===== src/rtl/branch_ctrl.sv =====
// Branch-resolution and run-control unit: decodes the current instruction for the fetcher,
// owns the GE compare flag, and runs the Start/Done handshake with HALT and cycle-limit stop.
module branch_ctrl #(
    parameter int unsigned IW         = 9,
    parameter int unsigned DW         = 8,
    parameter int unsigned CNT_W      = 16,
    parameter int unsigned MAX_CYCLES = 40000
) (
    input  logic             Clk,
    input  logic             Reset,
    input  logic             Start,
    input  logic [IW-1:0]    Instr,
    input  logic [DW-1:0]    CmpA,
    input  logic [DW-1:0]    CmpB,
    output logic             BranchEn,
    output logic             ConditionBranch,
    output logic             GE_Flag,
    output logic [4:0]       BranchOffset,
    output logic             Done,
    output logic             TimedOut,
    output logic [CNT_W-1:0] CycleCount
);

    typedef enum logic [1:0] {IDLE, RUN, DONE} state_t;

    localparam logic [3:0]       OP_CMP   = 4'b1100;
    localparam logic [3:0]       OP_BR    = 4'b1101;
    localparam logic [3:0]       OP_BGE   = 4'b1110;
    localparam logic [3:0]       OP_HALT  = 4'b1111;
    localparam logic [CNT_W-1:0] LAST_CNT = CNT_W'(MAX_CYCLES - 1);

    state_t           state, nextState;
    logic             geNext, doneNext, timedOutNext;
    logic [CNT_W-1:0] countNext;
    logic [3:0]       opcode;
    logic [4:0]       offset;
    logic             active;

    assign opcode = Instr[IW-1:IW-4];
    assign offset = Instr[4:0];
    // Reset is gated in so the fetcher sees no branch while the synchronous reset is pending.
    assign active = !Reset && !Start && (state != DONE);

    always_comb begin
        nextState       = state;
        geNext          = GE_Flag;
        doneNext        = Done;
        timedOutNext    = TimedOut;
        countNext       = CycleCount;
        BranchEn        = 1'b0;
        ConditionBranch = 1'b0;
        BranchOffset    = '0;

        if (Start) begin
            nextState    = IDLE;
            geNext       = 1'b0;
            doneNext     = 1'b0;
            timedOutNext = 1'b0;
            countNext    = '0;
        end else if (active) begin
            nextState = RUN;
            countNext = CycleCount + CNT_W'(1);
            if (opcode == OP_CMP)
                geNext = (CmpA >= CmpB);
            if (opcode == OP_BR || opcode == OP_BGE) begin
                BranchEn        = 1'b1;
                ConditionBranch = (opcode == OP_BGE);
                BranchOffset    = offset;
            end
            // HALT takes precedence over the cycle limit when both land together.
            if (opcode == OP_HALT && offset == 5'h1F) begin
                nextState    = DONE;
                doneNext     = 1'b1;
                timedOutNext = 1'b0;
            end else if (CycleCount == LAST_CNT) begin
                nextState    = DONE;
                doneNext     = 1'b1;
                timedOutNext = 1'b1;
            end
        end else if (state == DONE && !Reset) begin
            BranchEn = 1'b1;
        end
    end

    always_ff @(posedge Clk) begin
        if (Reset) begin
            state      <= IDLE;
            GE_Flag    <= 1'b0;
            Done       <= 1'b0;
            TimedOut   <= 1'b0;
            CycleCount <= '0;
        end else begin
            state      <= nextState;
            GE_Flag    <= geNext;
            Done       <= doneNext;
            TimedOut   <= timedOutNext;
            CycleCount <= countNext;
        end
    end

endmodule


===== config.mk =====
export PLATFORM = sky130hd
export DESIGN_NAME = branch_ctrl
export DESIGN_NICKNAME = d
export VERILOG_FILES = /design/src/rtl/branch_ctrl.sv
export SDC_FILE = /design/constraint.sdc
export NUM_CORES = 1
export LEC_CHECK = 0
export CAP_MARGIN = 20
export CORE_ASPECT_RATIO = 0.6
export CORE_MARGIN = 2
export CORE_UTILIZATION = 41
export DETAILED_ROUTE_END_ITERATION = 7
export PLACE_DENSITY = 0.76
export SYNTH_ARGS = -nofsm -noshare
export SYNTH_HDL_FRONTEND = slang
export SYNTH_SLANG_ARGS = --single-unit

===== constraint.sdc =====
create_clock -name Clk -period 2.4 [get_ports Clk]
set_clock_uncertainty 0.1 [all_clocks]
set_input_delay 0.48 -clock Clk [delete_from_list [all_inputs] [get_ports Clk]]
set_output_delay 0.48 -clock Clk [all_outputs]
set_load 0.005 [all_outputs]

Yosys cells after proc, flatten, opt, wreduce, memory -nomap -nowiden --
Index checks and enable logic that the tools add are counted.
Storage, ports and cells: bits of input ports 28, output and inout bits 26, register bits after elaboration 21, word-level logic and storage cells 41
Operators by class: reductions and logical operators 11, $lt $le $gt $ge 1, equality and inequality tests 8, $add $sub $neg 1, mux-type cells 15
Operators by type and width (number):
- 16-bit by 1-bit adder with 16-bit output, second input constant | 1
- 16-bit == test, second input constant | 1
- 4-bit == test, second input constant | 4
- 5-bit 2-to-1 mux | 3
- 1-bit 2-to-1 mux | 10
- 8-bit greater-or-equal comparator | 1
- 5-bit == test, second input constant | 1
- 1-bit logical AND | 4
- 2-bit 2-to-1 mux | 2
- 2-bit AND reduction | 2
- 2-bit == test, second input constant | 1
- 1-bit logical NOT | 2
- 2-bit inequality test, second input constant | 1
- 2-bit nonzero test | 1
- 2-bit OR reduction | 1
- 1-bit logical OR | 1

Depth between registers and ports, before layout --
Gate-level depths: netlist of the first run.
depth after elaboration 5, depth in mapped cells 6, depth with buffers taken out 6

Worst setup path before layout of the first run --
Ideal clock, no wire load.
path kind input to register, from input Start, to register CycleCount[15], arrival 1.719 ns, stages on the path 5, data required time 2.229 ns, library setup time 0.071 ns, setup slack 0.510 ns, path buffers 1, path through or2_1 or3_4 buf_6 or4_1 a21oi_1
On the way: cells in the longest elaborated chain, start to end 3, elaborated cells on any way between the ends 4, those cells by class reduce/logical: 4
RTL lines:
- from (decl) | RTL line 11 | input logic Start,
- 1-bit logical NOT | RTL line 42 | assign active = !Reset && !Start && (state != DONE);
- 1-bit logical AND (2 in series) | RTL line 42
- to (signal assigned) | RTL line 97 | CycleCount <= countNext;
- to (decl) | RTL line 21 | output logic [CNT_W-1:0] CycleCount
Several ways; a longest one is shown, not always the timed one. A chain may end at the register's enable or synchronous reset.

Final worst setup path of the first run --
from input Instr[5], to output BranchEn
On the way: cells in the longest elaborated chain, start to end 5, elaborated cells on any way between the ends 6, those cells by class eq/ne: 2; mux: 3; reduce/logical: 1
RTL lines:
- from (decl) | RTL line 12 | input logic [IW-1:0] Instr,
- 4-bit == test | RTL line 65 | if (opcode == OP_BR || opcode == OP_BGE) begin
- 1-bit logical OR (*) | RTL line 65
- 1-bit 2-to-1 mux (*) | RTL line 65
- 1-bit 2-to-1 mux (*) | RTL line 60 | end else if (active) begin
- 1-bit 2-to-1 mux (*) | RTL line 54 | if (Start) begin
- to (decl) | RTL line 15 | output logic BranchEn,
Mark *: on every way between the ends. The rest lies on a longest branch, timed or not.

==> results of run 1 <==
-- cells in the final DEF, fill, tap and decap left out, types with 4 or more instances in the layout --
cell type / Yosys / final
ha_1: 9 / 9
a21oi_1: 13 / 13
nor2_1: 14 / 12
clkdlybuf4s50_1: 0 / 40
dfxtp_1: 21 / 21
buf_4: 0 / 19
nor3_1: 4 / 4
inv_1: 10 / 10
and2_1: 7 / 6
xor2_1: 7 / 7
or4_1: 5 / 5
o31ai_1: 6 / 6
dlygate4sd2_1: 0 / 8
nand4_1: 7 / 7
nand3_1: 6 / 5
nand2_1: 12 / 11
o21ai_0: 6 / 6
dlymetal6s2s_1: 0 / 5
-- worst max-delay path, cell delays in order --
cell           delay, ns
dlygate4sd2_1       0.26
xor2_1              0.19
nand3_2             0.13
buf_4               0.15
buf_4               0.12
a21oi_1             0.13
dlygate4sd2_1       0.25
-- per-stage QoR --
step / power [mW] / hold slack [ns] / instance area [um2] / utilization / TNS (ns)
floorplan: 0.398 / 0.376 / 1210 / - / 0
global placement: 0.471 / 0.378 / 1880 / 0.659 / -1.50
detailed placement: 0.474 / 0.388 / 1880 / 0.659 / -2.20
CTS: 0.701 / 0.401 / 1950 / 0.683 / -0.110
global route: 0.731 / 0.430 / 1990 / 0.696 / 0
finish: 0.704 / 0.407 / 1990 / 0.696 / 0
-- cell families (layout without fill, tap and decap cells) --
logic type	after synthesis	count (layout)	synth area share
simple gates	69	69	0.307
flops	21	21	0.346
buf+inv	14	86	0.0494
fa+ha+maj	9	9	0.0927
compound gates	30	30	0.147
xor+xnor	8	8	0.0577
-- per-layer routing --
| layer | vias to the layer above | routed length, um |
|---|---|---|
| met2 | 49 | 1660 |
| met5 | - | 0 |
| met4 | 0 | 0 |
| met1 | 627 | 1540 |
| li1 | 688 | - |
| met3 | 0 | 214 |
-- timing repair --
action / CTS / global route
setup buffers: 2 / 3
pin swaps: 4 / 4
setup endpoints to repair: 7 / 2
gates cloned: 0 / 0
resized for setup: 13 / 6
-- registers in the layout (all words and copies together) (netlist names) --
signal,count
CycleCount,16
Done,1
GE_Flag,1
TimedOut,1
state,2
-- worst paths after layout --
| kind | endpoint | slack, ns | cells past startpoint |
|---|---|---|---|
| setup / recovery | BranchEn | 0.11 | 7 |
| hold / removal | CycleCount[15] | 0.41 | 2 |
| setup reg to reg | CycleCount[12] | 0.58 | 4 |
| hold reg to reg | CycleCount[15] | 0.41 | 2 |
-- power groups by stage --
| stage | Combinational [mW] | Clock (mW) | Sequential (mW) |
|---|---|---|---|
| finish | 0.117 | 0.233 | 0.353 |
| global route | 0.131 | 0.247 | 0.353 |
| CTS | 0.116 | 0.233 | 0.353 |
| detailed placement | 0.113 | 0 | 0.361 |
| global placement | 0.110 | 0 | 0.361 |
| floorplan | 0.0373 | 0 | 0.361 |
-- layout make-up --
cell class / instances / area [um2]
clock inverters: 1 / 5.00
fillers: 247 / 866
multi-input cells: 116 / 754
flip-flops and latches: 21 / 420
inverters: 10 / 37.5
clock buffers: 3 / 41.3
well taps: 42 / 52.6
repair buffers: 72 / 676
==> out/metrics.csv, run 1 <==
metric,value,unit
status,completed,
sequential share of power,0.502,
die height,46.2,um
diode count,0,
Initial Utilization,0.426,
clock-pin transition on the worst setup and hold timing paths,0.08,ns
Synth area leader,dfxtp_1,
Non-Filler Instances,265,
Crit Path Max Fanout,2,
Power per Cell Area,354,nW/um2
"flops & latches, synth",21,
combinational group share of total power,0.167,
Final Wtd Congestion,0.813,
Final period util,0.953,
Max Buffers Root-to-Sink,2,
average via count per standard cell,5.15,
Tot GR Track Use,0.208,
Cells after DPL,256,
Net Sw Frac,0.232,
worst path arrival time,1.71,ns
Ys Warns,0,
I/O Buffers,53,
Synth top cells by count,"dfxtp_1 (21), nor2_1 (14), a21oi_1 (13), nand2_1 (12), inv_1 (10)",
Max Slew Vio Count,0,
met1 usage,0.262,
Inserted Clock Buffers,3,
Top Usage Layer GRT,met2,
remaining antenna violation count,0,
Yosys top cell area share,0.346,
via count,1364,
slew margin rel.,0.680,
number of hold buffers added after cts,0,
Synth Flop Type,dfxtp_1,
reg-to-reg startpoint,CycleCount[7],
number of max-cap violations,0,
final net count,261,
final hold violations,0,
worst path required time,1.82,ns
num rows,15,
share of layout cells above drive strength 1,0.130,
leakage power,0.847,nW
met3 GRT Util,0.0481,
synthesized area,1210,um2
Post-Synthesis Cells,151,
final wirelength,3410,um
post-layout min period,2.29,ns
Placement Setup Slack,-0.341,ns
clk_lat worst skew,0.26,ns
CTS sink cnt,21,
Cell Int Power,0.540,mW
"count leader, synth",dfxtp_1,
final setup violating endpoints,0,
Max Freq,0.437,GHz
Worst setup SP type,input port,
post-synthesis sequential area ratio,0.346,
largest net degree at the start of global routing,15,
switching pwr,0.163,mW
area grow syn2layout,63.5,%
"Distinct cells, synth",31,
DR iter-0 viols,85,
Crit. End Element,output pin,
DIE WIDTH,74.3,um
most area-consuming cells after synthesis,"dfxtp_1 (35%), ha_1 (9.3%), a21oi_1 (5.4%)",
post-DP HPWL,2690,um
CTS tree,built,
grt ovf,0,
clock network fraction of design power,0.331,
routed length per instance,12.9,um
grt met2 use,0.370,
Die ar.,3430,um2
critical setup path kind,in -> out,
Tightest Pin Transition,0.477,ns
Post-Synthesis Net Count,188,
io pins,54,
worst setup slack after layout,0.112,ns
first-pass GRT wire length,5530,um
Worst Setup SP,Instr[5],
VDD IR max,0.190,mV
drt pass-1 iters,4,
initial antenna violation count,0,
root buffer cell,clkbuf_8,
drt drc,0,
htree depth,1,
RSZ-0062 raised after global routing,false,
vias in the first global route,1304,
ys async rst share,0,
Hold Path Origin,CycleCount[15],
Core Box Area,2850,um2
worst hold path class,reg -> reg,
Post-synth EDFFs,0,
Mean Syn Cell Area,8.05,um2
(Power assumes the default switching activity.)
==> run 2: changes to the inputs <==
Settings changed: SLEW_MARGIN set to 20.
==> results of run 2 <==
No change in the layout: final DEF, timing and power equal those of run 1.
==> patch 1 (config.mk and constraints of run 1) <==
`CNT_W`: 16 -> 24.
--- a/src/rtl/branch_ctrl.sv
+++ b/src/rtl/branch_ctrl.sv
@@ -4,5 +4,5 @@
     parameter int unsigned IW         = 9,
     parameter int unsigned DW         = 8,
-    parameter int unsigned CNT_W      = 16,
+    parameter int unsigned CNT_W      = 24,
     parameter int unsigned MAX_CYCLES = 40000
 ) (
Ports: changed (resized CycleCount); port bits go from 54 to 62. The function was not compared with the original's and may differ.
==> patch 1 against run 1 <==
  * Largest power group unchanged
  * Cell count rose by 31%
  * Setup slack got worse by 35 ps
  * Critical path type unchanged
  * Worst hold slack got worse by 5.4 ps
  * First-iteration DRC count rose by 31%
  * Synthesized area rose by 41%
  * Largest cell class unchanged
  * Routed wire length rose by 44%
  * Cell area rose by 31%
  * Synthesized cell count rose by 38%
  * Power rose by 44%
  * Count of clock-buffer cells in the layout rose by 4
  * Non-clock buffer count rose by 7
  * Fmax fell by 1.5%
  * Sequential cell count rose by 8
==> patch 1: results (changes against run 1) <==
Synthesis
  • Seq/Total Area, Yosys: 33.8% (was 34.6%)
  • Cells after synthesis: 209 (was 151)
  • Commonest cells in the netlist: dfxtp_1 (29), nor2_1 (20), nand2_1 (18) (was dfxtp_1 (21), nor2_1 (14), a21oi_1 (13))
  • Synth Area in Compound Gates: 11.4% (was 14.7%)
  • Mapped Nets: 246 (was 188)
  • Synth top area share: 33.8% (was 34.6%)
  • Post-synth cell types: 38 (was 31)
  • Synth Area in XOR/XNOR: 5.61% (was 5.77%)
  • Top cells by area in the synthesized netlist: dfxtp_1 (34%), ha_1 (6.6%), nor2_1 (4.4%), nand2_1 (3.9%), nand4_1 (3.6%) (was dfxtp_1 (35%), ha_1 (9.3%), a21oi_1 (5.4%), xor2_1 (5.0%), nor2_1 (4.3%))
  • Mux cell area share after synthesis: 2.33% (was 0%)

CTS
  • CTS HTree Levels: 2 (was 1)
  • Post-CTS Setup Repair Bufs: 0 (was 2)
  • Clock latency on the worst-skew pair: 280 ps (was 260 ps)
  • Clock edge transition at the registers on the reported setup and hold paths: 60 ps (was 80 ps)
  • CTS Buf Count: 5 (was 3)

Placement
  • Dpl cell area: 0.00247 mm2 (was 0.00188 mm2)
  • Cells after DPL: 335 (was 256)
  • RePlAce Congestion: 0.827 (was 0.813)
  • Post-DP HPWL: 3670 um (was 2690 um)

Layout
  • Nets: 323 (was 261)
  • Post-route insts no fill: 346 (was 265)
  • Share of cells above drive strength 1: 12.2% (was 13.0%)
  • Filler cell count: 342 (was 247)

Global routing
  • Largest net degree at the start of global routing: 24 (was 15)
  • Met2 GRT Util: 30.7% (was 37.0%)
  • Routing usage on met3: 5.67% (was 4.81%)
  • Met1 usage in global routing: 34.4% (was 26.2%)
  • Vias in the first global route: 1585 (was 1304)
  • First-pass GRT wire length: 7910 um (was 5530 um)
  • Tot GR Track Use: 22.5% (was 20.8%)

Critical path
  • Path depth of the worst reg2reg path: 3 (was 4)
  • CP startpoint: Instr[6] (was Instr[5])
  • R2R Setup Slk: 560 ps (was 580 ps)
  • Worst path arrival time: 1740 ps (was 1710 ps)
  • Crit Reg-Reg Startpoint: CycleCount[2] (was CycleCount[7])
  • CP Max Fanout: 3 (was 2)

Power and ir drop
  • Comb. pwr: 0.000124 W (was 0.000117 W)
  • Maximum vdd drop: 0.000223 V (was 0.000190 V)
  • Leakage: 1.03 nW (was 0.847 nW)
  • Net Switching: 0.000231 W (was 0.000163 W)
  • Combinational power share: 12.3% (was 16.7%)
  • Sequential share of power: 48.1% (was 50.2%)

Routing
  • Final wirelength: 4910 um (was 3410 um)
  • Routed wl met3: 341 um (was 214 um)
  • M1 WL: 2540 um (was 1540 um)
  • DR top layer: met4 (was met3)

Worst hold path
  • HP Start: CycleCount[23] (was CycleCount[15])

Timing
  • Setup ws final: 77.2 ps (was 112 ps)
  • Slew @ Worst Pin: 424 ps (was 477 ps)

Status
  • Status: finished, final reports clean (unchanged)
==> patch 1: cell types whose count changed in the layout (fill, tap and decap cells not counted), moves of 3 or more <==
cell,delta
clkdlybuf4s50_1,+9
dfxtp_1,+8
nand2_1,+6
nor2_1,+6
xnor2_1,+6
or3_1,+5
mux2i_1,+4
a31oi_1,+3
clkbuf_8,+3
dlymetal6s2s_1,-3
nand4_1,+3
nor4_1,+3
xor2_1,-3
==> patch 1: final cells by class <==
cell class              count  area [um2]  share of cell area (%)
clock buffers               7        86.3                    3.32
inverters                  12        45.0                    1.73
multi-input cells         159        1070                    41.3
flip-flops and latches     29         581                    22.3
well taps                  60        75.1                    2.89
repair buffers             79         738                    28.4
==> patch 1: final timing paths <==
kind	end
hold reg to reg	CycleCount[23]
setup / recovery	BranchOffset[3]
hold / removal	CycleCount[23]
setup reg to reg	Done
==> patch 2 (flow settings as in run 1) <==
Without the edit above. Encoding of `state_t`: now one-hot (3 bits for 3 states).
--- a/src/rtl/branch_ctrl.sv
+++ b/src/rtl/branch_ctrl.sv
@@ -22,5 +22,5 @@
 );
 
-    typedef enum logic [1:0] {IDLE, RUN, DONE} state_t;
+    typedef enum logic [2:0] {IDLE = 3'b001, RUN = 3'b010, DONE = 3'b100} state_t;
 
     localparam logic [3:0]       OP_CMP   = 4'b1100;
Formal check against the unedited RTL: no difference found for any inputs over 10 cycles, from zero or initial values; not proved beyond that.
==> patch 2 against run 1 <==
  * The flow now finishes with violations (negative setup slack)
  * Routed wire length grew 0.70%
  * Critical path depth is the same
  * Setup slack lost 120 ps
  * Non-clock buffer count shrank 8
  * Fmax shrank 5.0%
  * Combinational power shrank 9%
  * Die area grew 2.9%
  * First-iteration DRC count shrank 16%
  * Sequential cell count grew 1
  * Count of clock-buffer cells in the layout is the same
  * Power grew 0.11%
  * Cell area shrank 3.7%
  * Synthesized area grew 3.1%
  * Critical endpoint is now BranchOffset[0]
  * Largest power group unchanged
==> patch 2: results (changes against run 1) <==
Status
  • Status: finished with violations (was finished, final reports clean)
  • Violated checks: negative setup slack

Critical path
  • CP Max Fanout: 4 (was 2)
  • R2R Setup Slk: 190 ps (was 580 ps)
  • Slowest CP cell: clkdlybuf4s50_1 (was dlygate4sd2_1)
  • Worst path arrival time: 1830 ps (was 1710 ps)
  • Crit Reg-Reg Startpoint: state[2] (was CycleCount[7])
  • Critical Path Max Stage Delay: 490 ps (was 260 ps)
  • Path depth of the worst reg2reg path: 5 (was 4)
  • Critical Path Sink: BranchOffset[0] (was BranchEn)
  • Reg2Reg Capture Point: CycleCount[15] (was CycleCount[12])

Synthesis
  • Synth Area in XOR/XNOR: 6.29% (was 5.77%)
  • Commonest cells in the netlist: dfxtp_1 (22), nand2_1 (13), inv_1 (12), nor2_1 (12), ha_1 (9) (was dfxtp_1 (21), nor2_1 (14), a21oi_1 (13))
  • Seq/Total Area, Yosys: 35.2% (was 34.6%)
  • Top cells by area in the synthesized netlist: dfxtp_1 (35%), ha_1 (9.0%), or4_1 (4.2%), xnor2_1 (4.2%), nand2_1 (3.9%) (was dfxtp_1 (35%), ha_1 (9.3%), a21oi_1 (5.4%), xor2_1 (5.0%), nor2_1 (4.3%))
  • Seq cells post-synth: 22 (was 21)
  • Post-synth cell types: 38 (was 31)

Routing
  • DR top layer: met4 (was met3)
  • Routed wl met3: 194 um (was 214 um)
  • Vias: 1339 (was 1364)

Layout
  • Signal buffers: 64 (was 72)
  • Count of multi-input gates: 111 (was 116)
  • Largest registers: CycleCount: 16 flops, state: 3 flops (was CycleCount: 16 flops, state: 2 flops)
  • Fraction of cell area in non-clock buffers: 31.1% (was 34.0%)
  • Seq area share: 23.0% (was 21.2%)
  • Filler cell count: 245 (was 247)
  • Area of the multi-input gates: 734 um2 (was 754 um2)
  • Inverters: 13 (was 10)

Global routing
  • Largest net degree at the start of global routing: 12 (was 15)
  • Tot GR Track Use: 21.6% (was 20.8%)
  • Routing usage on met3: 6.01% (was 4.81%)
  • First-pass GRT wire length: 5670 um (was 5530 um)
  • Vias in the first global route: 1236 (was 1304)
  • Met1 usage in global routing: 29.0% (was 26.2%)

Worst hold path
  • HP Start: Done (was CycleCount[15])
  • Hold Path Sink: Done (was CycleCount[15])

Timing
  • Setup ws final: -7.41 ps (was 112 ps)
  • Setup violators final: 1 (was 0)
  • Slew @ Worst Pin: 451 ps (was 477 ps)

Power and ir drop
  • Leakage: 0.736 nW (was 0.847 nW)
  • Maximum vdd drop: 0.000203 V (was 0.000190 V)

Placement
  • RePlAce Congestion: 0.787 (was 0.813)
  • Post-DP HPWL: 2640 um (was 2690 um)
  • Dpl cell area: 0.00187 mm2 (was 0.00188 mm2)
==> patch 2: cell count changes in the layout (fill, tap and decap cells not counted), sizes merged, moves of 3 or more <==
cell                 run 1  this run
a21oi                   13         8
xor2                     7         3
o31ai                    6         3
inv                     10        13
dlymetal6s2s             5         1
buf                     19        11
xnor2                    1         6
==> patch 2: stage by stage <==
step                hold slack [ps]  TNS, ps  setup WS [ps]  instances
detailed placement              358    -3770           -397        250
floorplan                       359        0            296        151
CTS                             370    -39.6          -38.8        254
global placement                353    -3450           -352        250
finish                          369    -7.41          -7.41        255
global route                    405    -41.0          -34.7        255
==> patch 2: power by group through the flow <==
stage	combinational, W	clock (W)	sequential (W)
2_1_floorplan	0.0000403	0	0.000380
5_1_grt	0.000118	0.000242	0.000373
4_1_cts	0.000106	0.000228	0.000372
3_5_place_dp	0.000108	0	0.000381
6_report	0.000107	0.000225	0.000372
3_3_place_gp	0.000105	0	0.000381
